--- src/rtl/seg7_scan_decoder.sv ---
// seg7_scan_decoder: debounced capture of a multiplexed 7-segment scan into a decoded digit frame.
// Optional saturating error counter on oERRCNT when SEG7_SCAN_DECODER_ERRCNT_EN is defined.
module seg7_scan_decoder #(
  parameter int STABLE_CYC = 4,
  parameter int NDIG = 4
) (
  input  logic              iCLK,
  input  logic              iRST_N,
  input  logic [6:0]        iSEG,
  input  logic [NDIG-1:0]   iSEL,
  input  logic              iACK,
  output logic [4*NDIG-1:0] oDIG,
  output logic              oVALID,
  output logic              oERR,
  output logic              oOVR,
  output logic [7:0]        oERRCNT
);
  localparam int IW = NDIG > 1 ? $clog2(NDIG) : 1;
  localparam logic [7:0] SC = STABLE_CYC[7:0];
  typedef enum logic [1:0] {WAIT_SEL, FILTER, HOLD} state_t;
  state_t state_q, state_d;
  logic [6:0] seg_m_q, seg_s_q, pat_q, pat_d;
  logic [NDIG-1:0] sel_m_q, sel_s_q, lsel_q, lsel_d, seen_q, seen_d;
  logic [IW-1:0] idx_q, idx_d, sel_idx;
  logic [7:0] cnt_q, cnt_d;
  logic [4*NDIG-1:0] slot_q, slot_d, dig_q, dig_d;
  logic valid_q, valid_d, err_q, err_d, ovr_q, ovr_d;
  logic onehot, wr, done;
  logic [3:0] code;

  function automatic logic [3:0] decode(input logic [6:0] p);
    case (p)
      7'b1000000: decode = 4'h0;
      7'b1111001: decode = 4'h1;
      7'b0100100: decode = 4'h2;
      7'b0110000: decode = 4'h3;
      7'b0011001: decode = 4'h4;
      7'b0010010: decode = 4'h5;
      7'b0000010: decode = 4'h6;
      7'b1111000: decode = 4'h7;
      7'b0000000: decode = 4'h8;
      7'b0011000: decode = 4'h9;
      7'b1111111: decode = 4'hA;
      7'b0100011: decode = 4'hB;
      7'b0111111: decode = 4'hF;
      default:    decode = 4'hE;
    endcase
  endfunction

  assign onehot = $onehot(sel_s_q);
  assign code = decode(pat_q);
  assign done = &seen_q;

  always_comb begin
    sel_idx = '0;
    for (int i = 0; i < NDIG; i++) if (sel_s_q[i]) sel_idx = IW'(i);
  end

  always_comb begin
    state_d = state_q;
    pat_d = pat_q;
    lsel_d = lsel_q;
    idx_d = idx_q;
    cnt_d = cnt_q;
    wr = 1'b0;
    case (state_q)
      WAIT_SEL: if (onehot) begin
        pat_d = seg_s_q;
        lsel_d = sel_s_q;
        idx_d = sel_idx;
        cnt_d = '0;
        state_d = FILTER;
      end
      FILTER: if (sel_s_q != lsel_q) state_d = WAIT_SEL;
      else if (seg_s_q != pat_q) begin
        pat_d = seg_s_q;
        cnt_d = '0;
      end else begin
        cnt_d = (cnt_q == SC) ? SC : cnt_q + 8'd1;
        wr = (cnt_d == SC);
        state_d = wr ? HOLD : FILTER;
      end
      HOLD: state_d = (sel_s_q != lsel_q) ? WAIT_SEL : HOLD;
      default: state_d = WAIT_SEL;
    endcase
  end

  // A completed frame is moved out (or dropped) the cycle after its last seen bit lands.
  always_comb begin
    seen_d = done ? '0 : seen_q;
    slot_d = slot_q;
    if (wr) begin
      seen_d[idx_q] = 1'b1;
      slot_d[4*idx_q +: 4] = code;
    end
    err_d = wr && (code == 4'hE);
    dig_d = (done && (!valid_q || iACK)) ? slot_q : dig_q;
    valid_d = done ? 1'b1 : (valid_q && !iACK);
    ovr_d = ovr_q || (done && valid_q && !iACK);
  end

  always_ff @(posedge iCLK or negedge iRST_N) begin
    if (!iRST_N) begin
      seg_m_q <= '0;
      seg_s_q <= '0;
      sel_m_q <= '0;
      sel_s_q <= '0;
      state_q <= WAIT_SEL;
      pat_q <= '0;
      lsel_q <= '0;
      idx_q <= '0;
      cnt_q <= '0;
      seen_q <= '0;
      slot_q <= '0;
      dig_q <= '0;
      valid_q <= 1'b0;
      err_q <= 1'b0;
      ovr_q <= 1'b0;
    end else begin
      seg_m_q <= iSEG;
      seg_s_q <= seg_m_q;
      sel_m_q <= iSEL;
      sel_s_q <= sel_m_q;
      state_q <= state_d;
      pat_q <= pat_d;
      lsel_q <= lsel_d;
      idx_q <= idx_d;
      cnt_q <= cnt_d;
      seen_q <= seen_d;
      slot_q <= slot_d;
      dig_q <= dig_d;
      valid_q <= valid_d;
      err_q <= err_d;
      ovr_q <= ovr_d;
    end
  end

  assign oDIG = dig_q;
  assign oVALID = valid_q;
  assign oERR = err_q;
  assign oOVR = ovr_q;

`ifdef SEG7_SCAN_DECODER_ERRCNT_EN
  logic [7:0] errcnt_q, errcnt_d;
  assign errcnt_d = (err_d && errcnt_q != 8'hFF) ? errcnt_q + 8'd1 : errcnt_q;
  always_ff @(posedge iCLK or negedge iRST_N) begin
    if (!iRST_N) errcnt_q <= '0;
    else errcnt_q <= errcnt_d;
  end
  assign oERRCNT = errcnt_q;
`else
  assign oERRCNT = '0;
`endif
endmodule

--- config.mk ---
export PLATFORM = sky130hd
export DESIGN_NAME = seg7_scan_decoder
export DESIGN_NICKNAME = d
export VERILOG_FILES = /design/src/rtl/seg7_scan_decoder.sv
export SDC_FILE = /design/constraint.sdc
export NUM_CORES = 1
export LEC_CHECK = 0
export BUFFER_PORTS_ARGS = -buffer_cell sky130_fd_sc_hd__buf_2
export CORE_MARGIN = 2
export CORE_UTILIZATION = 28
export DETAILED_ROUTE_END_ITERATION = 6
export SLEW_MARGIN = 10
export SYNTH_ARGS = -nofsm -noshare
export SYNTH_HDL_FRONTEND = slang
export SYNTH_SLANG_ARGS = --single-unit
--- constraint.sdc ---
create_clock -name iCLK -period 2.9 [get_ports iCLK]
set_input_delay 0.29 -clock iCLK [delete_from_list [all_inputs] [get_ports iCLK]]
set_output_delay 0.29 -clock iCLK [all_outputs]
set_load 0.01 [all_outputs]
## Word level (Yosys, flattened, before mapping)

Cells that the tools add are included.

| storage, ports and cells | value |
|---|---|
| register bits after elaboration | 84 |
| input bits | 14 |
| word-level logic and storage cells | 95 |
| output and inout port bits | 27 |

| cells by class | value |
|---|---|
| bitwise gates (word level) | 1 |
| shifts and indexed selects | 2 |
| order comparisons | 2 |
| muxes and demuxes | 28 |
| equality and inequality tests | 24 |
| reductions and logical operators | 18 |
| add/subtract/negate cells | 5 |

Operator list:

| operator | count |
|---|---|
| 4-bit case mux with 13 select lines | 1 |
| 4-bit negator with 34-bit output | 1 |
| 4-bit by 34-bit variable shift with 16-bit output, first input constant | 1 |
| 4-bit by 34-bit variable part select with 16-bit output | 1 |
| 8-bit two-way mux | 4 |
| 7-bit by 6-bit equality test with 1-bit output, second input constant | 4 |
| 7-bit equality test, second input constant | 4 |
| 7-bit by 5-bit equality test with 1-bit output, second input constant | 3 |
| 7-bit two-way mux | 3 |
| 16-bit bitwise mux | 1 |
| 8-bit by 3-bit equality test with 1-bit output, second input constant | 2 |
| 8-bit case mux with 2 select lines | 1 |
| 2-bit two-way mux | 7 |
| 7-bit case mux with 2 select lines | 1 |
| 8-bit by 1-bit adder with 8-bit output, second input constant | 1 |
| 4-bit two-way mux | 2 |
| 4-bit AND reduction | 2 |
| 7-bit by 2-bit equality test with 1-bit output, second input constant | 1 |
| 7-bit zero test | 1 |
| 7-bit != test | 1 |
| 1-bit logical AND | 6 |
| 1-bit two-way mux | 6 |
| 2-bit != test, second input constant | 3 |
| 2-bit case mux with 3 select lines | 1 |
| other kinds (18) | 22 |

## Depth between registers and ports, before layout

Gate-level depths: netlist (run 1).

| logic depth | value |
|---|---|
| depth after elaboration | 7 |
| gate-level depth with buffers | 11 |
| depth with buffers taken out | 10 |

## Worst setup path before layout (run 1)

Ideal clock, no wire load.

| path | value |
|---|---|
| path type | reg-to-reg |
| from | register sel_s_q[0] |
| to | register pat_q[0] |
| slack | 0.289 ns |
| cell stages (with the launch flop) | 11 |
| data arrival time | 2.486 ns |
| path buffers | 0 |
| library setup time | 0.125 ns |
| cell sequence | dfrtp_1 > inv_1 > fa_1 > inv_1 > ha_1 > ha_1 > nor2_1 > nand3_1 > a21o_1 > nor2_1 > mux2_2 |

| between the ends | value |
|---|---|
| longest elaborated chain between the ends | 5 |
| elaborated cells on any way between the ends | 7 |
| those cells by class | add/sub: 2; eq/ne: 4; reduce/logical: 1 |

RTL lines:

| what | RTL line | text |
|---|---|---|
| from (decl) | 23 | `logic [NDIG-1:0] sel_m_q, sel_s_q, lsel_q, lsel_d, seen_q, seen_d;` |
| from (signal assigned) | 123 | `sel_s_q <= sel_m_q;` |
| 1-bit by 1-bit adder with 2-bit output (implied by the code) | 50 | `assign onehot = $onehot(sel_s_q);` |
| 2-bit by 2-bit adder with 3-bit output (implied by the code) | 50 |  |
| 3-bit by 1-bit equality test with 1-bit output | 50 |  |
| 2-bit != test (no source line) | - |  |
| 4-bit AND reduction (no source line) (*) | - |  |
| to (signal assigned) | 125 | `pat_q <= pat_d;` |
| to (decl) | 22 | `logic [6:0] seg_m_q, seg_s_q, pat_q, pat_d;` |

Every way passes the cells marked *; elsewhere a longest branch is shown, timed or not.
A chain may end at the register's enable or synchronous reset.

## Worst setup path in the final report (run 1)

| path | value |
|---|---|
| from | register cnt_q[0] |
| to | register slot_q[13] |

| between the ends | value |
|---|---|
| longest elaborated chain between the ends | 6 |
| elaborated cells on any way between the ends | 7 |
| those cells by class | add/sub: 1; eq/ne: 2; mux: 4 |

RTL lines:

| what | RTL line | text |
|---|---|---|
| from (decl) | 25 | `logic [7:0] cnt_q, cnt_d;` |
| from (signal assigned) | 128 | `cnt_q <= cnt_d;` |
| 8-bit by 1-bit adder with 8-bit output or 8-bit by 3-bit equality test with 1-bit output (tied branches) | 79 | `cnt_d = (cnt_q == SC) ? SC : cnt_q + 8'd1;` |
| 8-bit two-way mux (*) | 79 |  |
| 8-bit by 3-bit equality test with 1-bit output (*) | 80 | `wr = (cnt_d == SC);` |
| 1-bit two-way mux (*) | 75 | `else if (seg_s_q != pat_q) begin` |
| 1-bit two-way mux (*) | 74 | `FILTER: if (sel_s_q != lsel_q) state_d = WAIT_SEL;` |
| 1-bit two-way mux (*) | 66 | `case (state_q)` |
| to (signal assigned) | 130 | `slot_q <= slot_d;` |
| to (decl) | 26 | `logic [4*NDIG-1:0] slot_q, slot_d, dig_q, dig_d;` |

Marked as above.

==> flow_metrics.env, run 1 <==
export IMPL_status="completed"
export IMPL_yosysUniqueCellTypes=58
export IMPL_post_dp_hpwl_um=5127
export IMPL_async_flop_share_pct=100.0
export IMPL_min_path_type="primary input to register"
export IMPL_setup_viol=0
export IMPL_post_cts_setup_buffer_count=0
export IMPL_cap_violations=0
export IMPL_power_density_nw_per_um2=728.3
export IMPL_fin_crit_sh_pct=89.95
export IMPL_final_layout_size_suffix_gt1_share_pct=28.46
export IMPL_tns_ns=0
export IMPL_synth_commonest_cells="dfrtp_1 (84), mux2_2 (40), nor2_1 (26)"
export IMPL_finalWirelength_um=7362
export IMPL_synth_edf_count=0
export IMPL_first_pass_iters=4
export IMPL_seq_area_frac_synth_pct=53.06
export IMPL_synth_top_cell_area_share_pct=53.06
export IMPL_synth_top_cell_by_area="dfrtp_1"
export IMPL_globalRouteTotalUtil_pct=11.17
export IMPL_cts_buffer_depth=2
export IMPL_antenna_found_initial=0
export IMPL_tightest_slew_ns=1.036
export IMPL_numCtsBuffers=9
export IMPL_yosys_register_bits=84
export IMPL_p_clk_share_pct=32.0
export IMPL_max_freq_mhz=383.4
export IMPL_grt_pass1_vias=2614
export IMPL_maxSlewViolCount=0
export IMPL_p_sw_w=0.001090
export IMPL_start_util_pct=28.65
export IMPL_drc_errors=0
export IMPL_nets=398
export IMPL_end_kind="register"
export IMPL_utilization_pct=32.99
export IMPL_rows=43
export IMPL_critical_path_max_fanout=9
export IMPL_synth_cells=339
export IMPL_placed_cells=541
export IMPL_cp_arrival_ns=2.83
export IMPL_instances_no_fill=556
export IMPL_peakVddDrop_mv=0.4079
export IMPL_hold_violations=0
export IMPL_io_pins=41
export IMPL_synth_area_leaders="dfrtp_1 (53%), mux2_2 (11%), ha_1 (3.5%)"
export IMPL_fp_dieArea_sq_um=15120
export IMPL_grt_max_degree=85
export IMPL_cts_htree_levels=3
export IMPL_dieHeight_um=122.9
export IMPL_synth_most_common_cell="dfrtp_1"
export IMPL_crit_required_ns=3.12
export IMPL_syn_area_sq_um=3961
export IMPL_slew_headroom_pct=30.95
export IMPL_wl_per_cell_um=13.24
export IMPL_cts_root_buf="clkbuf_16"
export IMPL_num_antenna_cells=0
export IMPL_area_growth_syn_to_layout_pct=15.16
export IMPL_min_period_ns=2.609
export IMPL_via_per_inst=4.621
export IMPL_sequentialPowerShare_pct=45.5
export IMPL_die_x_um=122.9
export IMPL_portBuffers=32
export IMPL_insertion_delay_ns=0.34
export IMPL_cts_tree="done"
export IMPL_cts_clk_slew_worst_paths_ns=0.06
export IMPL_fp_coreArea_sq_um=13830
export IMPL_grt_first_pass_wirelength_um=13030
export IMPL_p_int_w=0.002233
export IMPL_power_share_combinational_pct=22.5
export IMPL_path_class="register to register"
export IMPL_finClkSkew_ns=0.007683
export IMPL_ant_nets=0
export IMPL_drt_iter0_markers=151
export IMPL_grt_overflow=0
export IMPL_leakage_nw=2.168
export IMPL_cts_hold_buf=0
export IMPL_gp_congestion=0.8614
export IMPL_vias=2569
export IMPL_synth_warnings=0
export IMPL_ctsResizeCount=0
export IMPL_switching_share_pct=32.80
export IMPL_synth_area_per_cell_sq_um=11.69
export IMPL_rsz0062_at_grt="no"
export IMPL_cts_sinks=84
export IMPL_crit_path_start_kind="register"
export IMPL_synth_flop_cell="dfrtp_1"
[flip-flops by register name, indices dropped and copies added (netlist names)]
register	flops
slot_q	16
seen_q	4
oVALID	1
idx_q	2
state_q	2
seg_m_q	7
cnt_q	8
pat_q	7
sel_s_q	4
oOVR	1
oDIG	16
oERR	1
lsel_q	4
sel_m_q	4
seg_s_q	7
[metal layers]
metal	track usage, %	part of all wire, %
met4	4.670	1.9
met5	0	0
met2	17.20	46
met3	3.459	5.4
met1	14.56	47
[per-stage QoR]
stage / hold slack [ns] / total power, W / cell area, sq um / worst slack [ns]
after detailed placement: 0.3347 / 0.002278 / 4283 / 0.2940
after global placement: 0.3322 / 0.002246 / 4283 / 0.3290
after global routing: 0.03207 / 0.003551 / 4562 / 0.04867
after CTS: 0.03435 / 0.003363 / 4562 / 0.2777
after floorplan: -0.005591 / 0.002096 / 3988 / 0.2894
final: 0.05123 / 0.003323 / 4562 / 0.2914
[cells by family after synthesis]
| logic type | count (synthesis) | share of synthesized area [%] |
|---|---|---|
| AOI/OAI and AO/OA | 42 | 7.612 |
| other | 1 | 0.09467 |
| adders and majority gates | 12 | 3.980 |
| xor gates and xnor gates | 13 | 3.064 |
| muxes | 42 | 11.91 |
| and+or+nand+nor | 110 | 15.76 |
| buffers and inverters | 35 | 4.516 |
| DFF | 84 | 53.06 |
[worst max-delay path, cell delays in order, from the launching register on]
cell	delay, ns
dfrtp_1	0.46
ha_1	0.29
nor4b_1	0.36
o311ai_2	0.14
a2111oi_4	0.64
nand3_2	0.22
mux2_1	0.36
[worst paths after layout]
path	startpoint	end	slack, ns	cells past startpoint
max	cnt_q[0]	slot_q[13]	0.29	6
max in group asynchronous	iRST_N	pat_q[0]	2.10	1
min	iSEL[0]	sel_m_q[0]	0.05	1
min in group asynchronous	iRST_N	sel_m_q[3]	0.13	1
max reg2reg	cnt_q[0]	slot_q[13]	0.29	6
min reg2reg	seg_m_q[5]	seg_s_q[5]	0.35	0
[power by group through the flow]
stage	Clock (W)	Combinational, W	Sequential [W]
2_1_floorplan	0	0.000718	0.00138
3_3_place_gp	0	0.000731	0.00152
3_5_place_dp	0	0.000750	0.00153
4_1_cts	0.00110	0.000754	0.00151
5_1_grt	0.00115	0.000855	0.00154
6_report	0.00106	0.000748	0.00151
[layout by cell type (no fill, tap or decap), types with 3 or more instances in the layout]
cell / count
dfrtp_1: 84
mux2_2: 40
buf_2: 31
nor2_1: 26
nand2_1: 17
o21ai_0: 15
inv_1: 12
nor3_1: 12
ha_1: 11
nand3_1: 10
clkbuf_16: 9
conb_1: 8
xor2_1: 7
and3_1: 6
buf_4: 6
a21oi_1: 5
xnor2_1: 5
a22o_1: 5
nand4_1: 4
nand3_2: 4
nand4b_1: 3
and3_2: 3
nor2b_1: 3
a31oi_1: 3
[final cells by class]
| cell class | instances | area [sq um] |
|---|---|---|
| sequential | 84 | 2102 |
| clock inverter | 3 | 22.52 |
| fill | 1386 | 9265 |
| inverter | 13 | 48.80 |
| timing repair buffer | 37 | 200.2 |
| clock buffer | 12 | 256.5 |
| multi-input combinational | 227 | 1707 |
| tap | 180 | 225.2 |
Power figures use the tool's default switching activity.
==> run 2, diff against run 1 <==
--- a/config.mk
+++ b/config.mk
@@ -8,3 +8,3 @@
 export BUFFER_PORTS_ARGS = -buffer_cell sky130_fd_sc_hd__buf_2
-export CORE_MARGIN = 2
+export CORE_MARGIN = 1.5
 export CORE_UTILIZATION = 28
==> constraint.sdc (replaced) <==
create_clock -name iCLK -period 2.9 [get_ports iCLK]
set_input_delay 0.58 -clock iCLK [delete_from_list [all_inputs] [get_ports iCLK]]
set_output_delay 0.58 -clock iCLK [all_outputs]
set_load 0.01 [all_outputs]
==> run 2 against run 1 <==
  * Non-clock buffer count did not move
  * Cell area fell by 0.36%
  * Clock-buffer cell count did not move
  * Via count up 0.74%
  * Worst setup slack worse by 0.064 ns
  * Critical endpoint unchanged
  * Fmax is 2.4% lower
  * Clock skew is 0.0035 ns lower
  * Largest power group unchanged
  * Flip-flop and latch count unchanged
  * Hold slack better by 0.29 ns
  * Power is 1.7% lower
==> flow_metrics.env, run 2 (synthesized netlist as in run 1, its figures left out) <==
export IMPL_status="completed"
export IMPL_end_kind="register"
export IMPL_final_layout_size_suffix_gt1_share_pct=28.12
export IMPL_grt_first_pass_wirelength_um=12110
export IMPL_rr_endpoint="slot_q[13]"
export IMPL_tns_ns=0
export IMPL_grt_pass1_vias=2456
export IMPL_insertion_delay_ns=0.34
export IMPL_ctsResizeCount=0
export IMPL_dp_slack_ns=0.2371
export IMPL_path_class="register to register"
export IMPL_tightest_slew_ns=1.038
export IMPL_drt_met1_wl_um=3189
export IMPL_cts_buffer_depth=2
export IMPL_met2_length_um=3328
export IMPL_peakVddDrop_mv=0.4115
export IMPL_power_share_combinational_pct=22.7
export IMPL_numCtsBuffers=9
export IMPL_rows=43
export IMPL_crit_start="cnt_q[0]"
export IMPL_grt_overflow=0
export IMPL_r2r_start="cnt_q[0]"
export IMPL_globalRouteTotalUtil_pct=10.55
export IMPL_first_pass_iters=4
export IMPL_p_int_w=0.002188
export IMPL_nets=398
export IMPL_setup_viol=0
export IMPL_hold_violations=0
export IMPL_cts_root_buf="clkbuf_16"
export IMPL_start_util_pct=28.65
export IMPL_rsz0062_at_grt="no"
export IMPL_sequentialPowerShare_pct=46.2
export IMPL_die_x_um=121.9
export IMPL_io_pins=41
export IMPL_gp_congestion=0.8015
export IMPL_instances_no_fill=557
export IMPL_power_total_w=0.003265
export IMPL_fin_crit_sh_pct=92.15
export IMPL_ant_nets=0
export IMPL_max_freq_mhz=374.2
export IMPL_placed_cells=541
export IMPL_wl_per_cell_um=12.64
export IMPL_setup_ws_ns=0.2277
export IMPL_wl_met3_um=380
export IMPL_cp_arrival_ns=2.89
export IMPL_timing_critical_path_buf_inv=0
export IMPL_min_path_type="primary input to register"
export IMPL_cts_sinks=84
export IMPL_post_dp_hpwl_um=5023
export IMPL_slew_headroom_pct=30.77
export IMPL_critical_path_top_delay_family="compound AO/OA/AOI/OAI gates"
export IMPL_path_cells="ha_1 > nor4b_1 > o311ai_2 > a2111oi_4 > nand3_2 > mux2_1"
export IMPL_power_density_nw_per_um2=718.3
export IMPL_vias=2588
export IMPL_worstSetupPathDepth=6
export IMPL_endpoint="slot_q[13]"
export IMPL_fp_dieArea_sq_um=14870
export IMPL_p_clk_share_pct=31.1
export IMPL_fp_coreArea_sq_um=13830
export IMPL_crit_required_ns=3.12
export IMPL_p_sw_w=0.001077
export IMPL_dieHeight_um=121.9
export IMPL_cts_tree="done"
export IMPL_drc_errors=0
export IMPL_switching_share_pct=32.99
export IMPL_post_cts_setup_buffer_count=0
export IMPL_portBuffers=32
export IMPL_cp_slowest_cell="a2111oi_4"
export IMPL_critical_path_max_fanout=9
export IMPL_num_antenna_cells=0
export IMPL_finClkSkew_ns=0.004166
export IMPL_ff2ff_path_depth=6
export IMPL_cts_htree_levels=3
export IMPL_finalWirelength_um=7043
export IMPL_crit_path_start_kind="register"
export IMPL_final_common_cell="dfrtp_1"
export IMPL_cts_hold_buf=0
export IMPL_cap_violations=0
export IMPL_hold_ws_ns=0.3423
export IMPL_area_growth_syn_to_layout_pct=14.75
export IMPL_leakage_nw=2.156
export IMPL_via_per_inst=4.646
export IMPL_min_period_ns=2.672
export IMPL_grt_max_degree=85
export IMPL_cpPeakStageDelay_ns=0.65
export IMPL_r2r_slack_ns=0.23
export IMPL_antenna_found_initial=0
export IMPL_maxSlewViolCount=0
export IMPL_top_layer="met4"
export IMPL_final_cell_mix="dfrtp_1 (84), mux2_2 (40), buf_2 (31)"
export IMPL_cts_clk_slew_worst_paths_ns=0.06
export IMPL_drt_iter0_markers=109
-- run 2: cell types whose count changed in the layout (fill, tap and decap cells not counted), sizes merged --
cell / before / now
clkinvlp: 0 / 1
-- run 2: worst min path at each step --
stage                           from         end  slack (ns)  cells past startpoint
after floorplan               iRST_N    cnt_q[0]        0.28                      0
after global placement    seg_m_q[4]  seg_s_q[4]        0.33                      0
after detailed placement  seg_m_q[1]  seg_s_q[1]        0.33                      0
after CTS                    iSEG[4]  seg_m_q[4]        0.32                      1
after global routing         iSEG[2]  seg_m_q[2]        0.32                      1
final                        iSEG[6]  seg_m_q[6]        0.34                      1
-- run 2: through the flow --
stage	utilization, %	instance area [sq um]
after floorplan	-	3988
after detailed placement	30.97	4283
after CTS	32.87	4546
after global placement	30.97	4283
after global routing	32.87	4546
final	32.87	4546
-- run 2: final cells by class --
| type | count | area, sq um |
|---|---|---|
| fill | 1383 | 9281 |
| sequential | 84 | 2102 |
| multi-input combinational | 227 | 1707 |
| clock buffer | 12 | 236.5 |
| tap | 180 | 225.2 |
| timing repair buffer | 37 | 200.2 |
| inverter | 13 | 48.80 |
| clock inverter | 4 | 26.28 |
-- run 2: power groups by stage --
| stage | Sequential [W] | Combinational, W | Clock (W) |
|---|---|---|---|
| after global routing | 0.00154 | 0.000842 | 0.00111 |
| after floorplan | 0.00138 | 0.000718 | 0 |
| after global placement | 0.00151 | 0.000731 | 0 |
| final | 0.00151 | 0.000742 | 0.00102 |
| after CTS | 0.00151 | 0.000752 | 0.00106 |
| after detailed placement | 0.00153 | 0.000748 | 0 |
-- run 2: layer usage --
layer  GRT usage, %  up-vias
met5              0        -
met4          4.338        0
met3          3.792       13
met2          16.01       55
met1          13.62     1271
li1               -     1249
==> run 3, diff against run 2 <==
- CORE_ASPECT_RATIO: unset -> 1.1
==> run 3 against run 2 <==
  * Clock power about the same
  * Global-route usage increased by 0.26 points
  * Register-to-register slack improved by 0.07 ns
  * Cell count increased by 1.3%
  * First-iteration DRC count increased by 25%
==> flow_metrics.env, run 3 (synthesized netlist as in run 1, its figures left out) <==
export IMPL_critical_path_max_fanout=9
export IMPL_nets=399
export IMPL_cts_hold_buf=0
export IMPL_grt_overflow=0
export IMPL_cp_arrival_ns=2.82
export IMPL_post_dp_hpwl_um=5181
export IMPL_power_density_nw_per_um2=709.6
export IMPL_gp_congestion=0.8192
export IMPL_numCtsBuffers=9
export IMPL_min_path_type="primary input to async pin"
export IMPL_final_common_cell="dfrtp_1"
export IMPL_dpl_cell_area_sq_um=4313
export IMPL_dieHeight_um=127.8
export IMPL_cts_tree="done"
export IMPL_post_cts_setup_buffer_count=0
export IMPL_rows=45
export IMPL_portBuffers=32
export IMPL_grt_first_pass_wirelength_um=12480
export IMPL_via_per_inst=4.576
export IMPL_tns_ns=0
export IMPL_top_layer="met4"
export IMPL_num_antenna_cells=0
export IMPL_wl_per_cell_um=12.56
export IMPL_met2_length_um=3375
export IMPL_fin_crit_sh_pct=89.83
export IMPL_first_pass_iters=4
export IMPL_cts_sinks=84
export IMPL_max_freq_mhz=383.9
export IMPL_crit_path_start_kind="register"
export IMPL_rsz0062_at_grt="no"
export IMPL_fp_dieArea_sq_um=14870
export IMPL_cts_buffer_depth=2
export IMPL_min_period_ns=2.605
export IMPL_globalRouteTotalUtil_pct=10.80
export IMPL_grt_max_degree=44
export IMPL_cts_root_buf="clkbuf_16"
export IMPL_cap_violations=0
export IMPL_vias=2581
export IMPL_slew_headroom_pct=55.24
export IMPL_tightest_slew_ns=0.6663
export IMPL_status="completed"
export IMPL_drc_errors=0
export IMPL_final_layout_size_suffix_gt1_share_pct=28.46
export IMPL_die_x_um=116.4
export IMPL_fp_coreArea_sq_um=13790
export IMPL_cts_htree_levels=3
export IMPL_ctsResizeCount=0
export IMPL_finalWirelength_um=7084
export IMPL_final_cell_area_sq_um=4571
export IMPL_utilization_pct=33.13
export IMPL_hold_violations=0
export IMPL_antenna_found_initial=0
export IMPL_wl_met3_um=354
export IMPL_leakage_nw=2.159
export IMPL_drt_iter0_markers=136
export IMPL_setup_viol=0
export IMPL_start_util_pct=28.72
export IMPL_final_cell_mix="dfrtp_1 (84), mux2_2 (40), buf_2 (31)"
export IMPL_peakVddDrop_mv=0.2994
export IMPL_drt_met1_wl_um=3159
export IMPL_area_growth_syn_to_layout_pct=15.38
export IMPL_cts_clk_slew_worst_paths_ns=0.06
export IMPL_io_pins=41
export IMPL_grt_pass1_vias=2634
export IMPL_crit_required_ns=3.12
export IMPL_insertion_delay_ns=0.34
export IMPL_finClkSkew_ns=0.006341
export IMPL_path_class="register to register"
export IMPL_end_kind="register"
export IMPL_maxSlewViolCount=0
export IMPL_ant_nets=0
## run 3: cell count changes in the layout (fill, tap and decap cells not counted), sizes merged
cell and delta:
clkbuf -2, buf +1, clkinv -1, clkinvlp +1
## run 3: metrics by stage
| step | power (W) | instances | setup WS (ns) | hold slack (ns) |
|---|---|---|---|---|
| finish | 0.003243 | 564 | 0.2950 | 0.2283 |
| global placement | 0.002247 | 550 | 0.3431 | 0.3320 |
| floorplan | 0.002096 | 346 | 0.2894 | 0.2844 |
| global route | 0.003481 | 564 | 0.1425 | 0.2705 |
| detailed placement | 0.002281 | 550 | 0.2720 | 0.3347 |
| CTS | 0.003295 | 564 | 0.2621 | 0.2436 |
## run 3: area by class of cell
| type | instances | area, sq um |
|---|---|---|
| Multi-Input combinational cell | 227 | 1707 |
| Clock inverter | 4 | 28.78 |
| Inverter | 13 | 48.80 |
| Tap cell | 188 | 235.2 |
| Clock buffer | 10 | 229.0 |
| Fill cell | 1401 | 9224 |
| Sequential cell | 84 | 2102 |
| Timing Repair Buffer | 38 | 220.2 |
## run 3: report_power, final
group | internal, W | switching (W) | leakage (nW)
logic | 0.000332 | 0.000408 | 0.945
registers | 0.00128 | 0.000225 | 1.09
clock network | 0.000569 | 0.000428 | 0.120
total | 0.00218 | 0.00106 | 2.16
## run 3: worst paths after layout
check	from	end	slack, ns	depth (start not counted)
max	cnt_q[0]	slot_q[13]	0.30	6
min	iRST_N	seg_m_q[3]	0.23	1
max reg2reg	cnt_q[0]	slot_q[13]	0.30	6
min reg2reg	sel_m_q[1]	sel_s_q[1]	0.35	0
max in group asynchronous	iRST_N	slot_q[5]	2.07	2
min in group iCLK	iSEL[2]	sel_m_q[2]	0.35	1
## run 3: layer usage
metal / up-vias / global-route usage (%)
li1: 1251 / -
met1: 1251 / 13.03
met2: 62 / 17.54
met3: 17 / 3.168
met4: 0 / 5.308
met5: - / 0
## run 3: worst max-delay path, stage by stage, from the launching register on
cell and delay [ns]:
dfrtp_1 0.47, ha_1 0.29, nor4b_1 0.39, o311ai_2 0.15
a2111oi_4 0.62, nand3_2 0.22, mux2_1 0.34
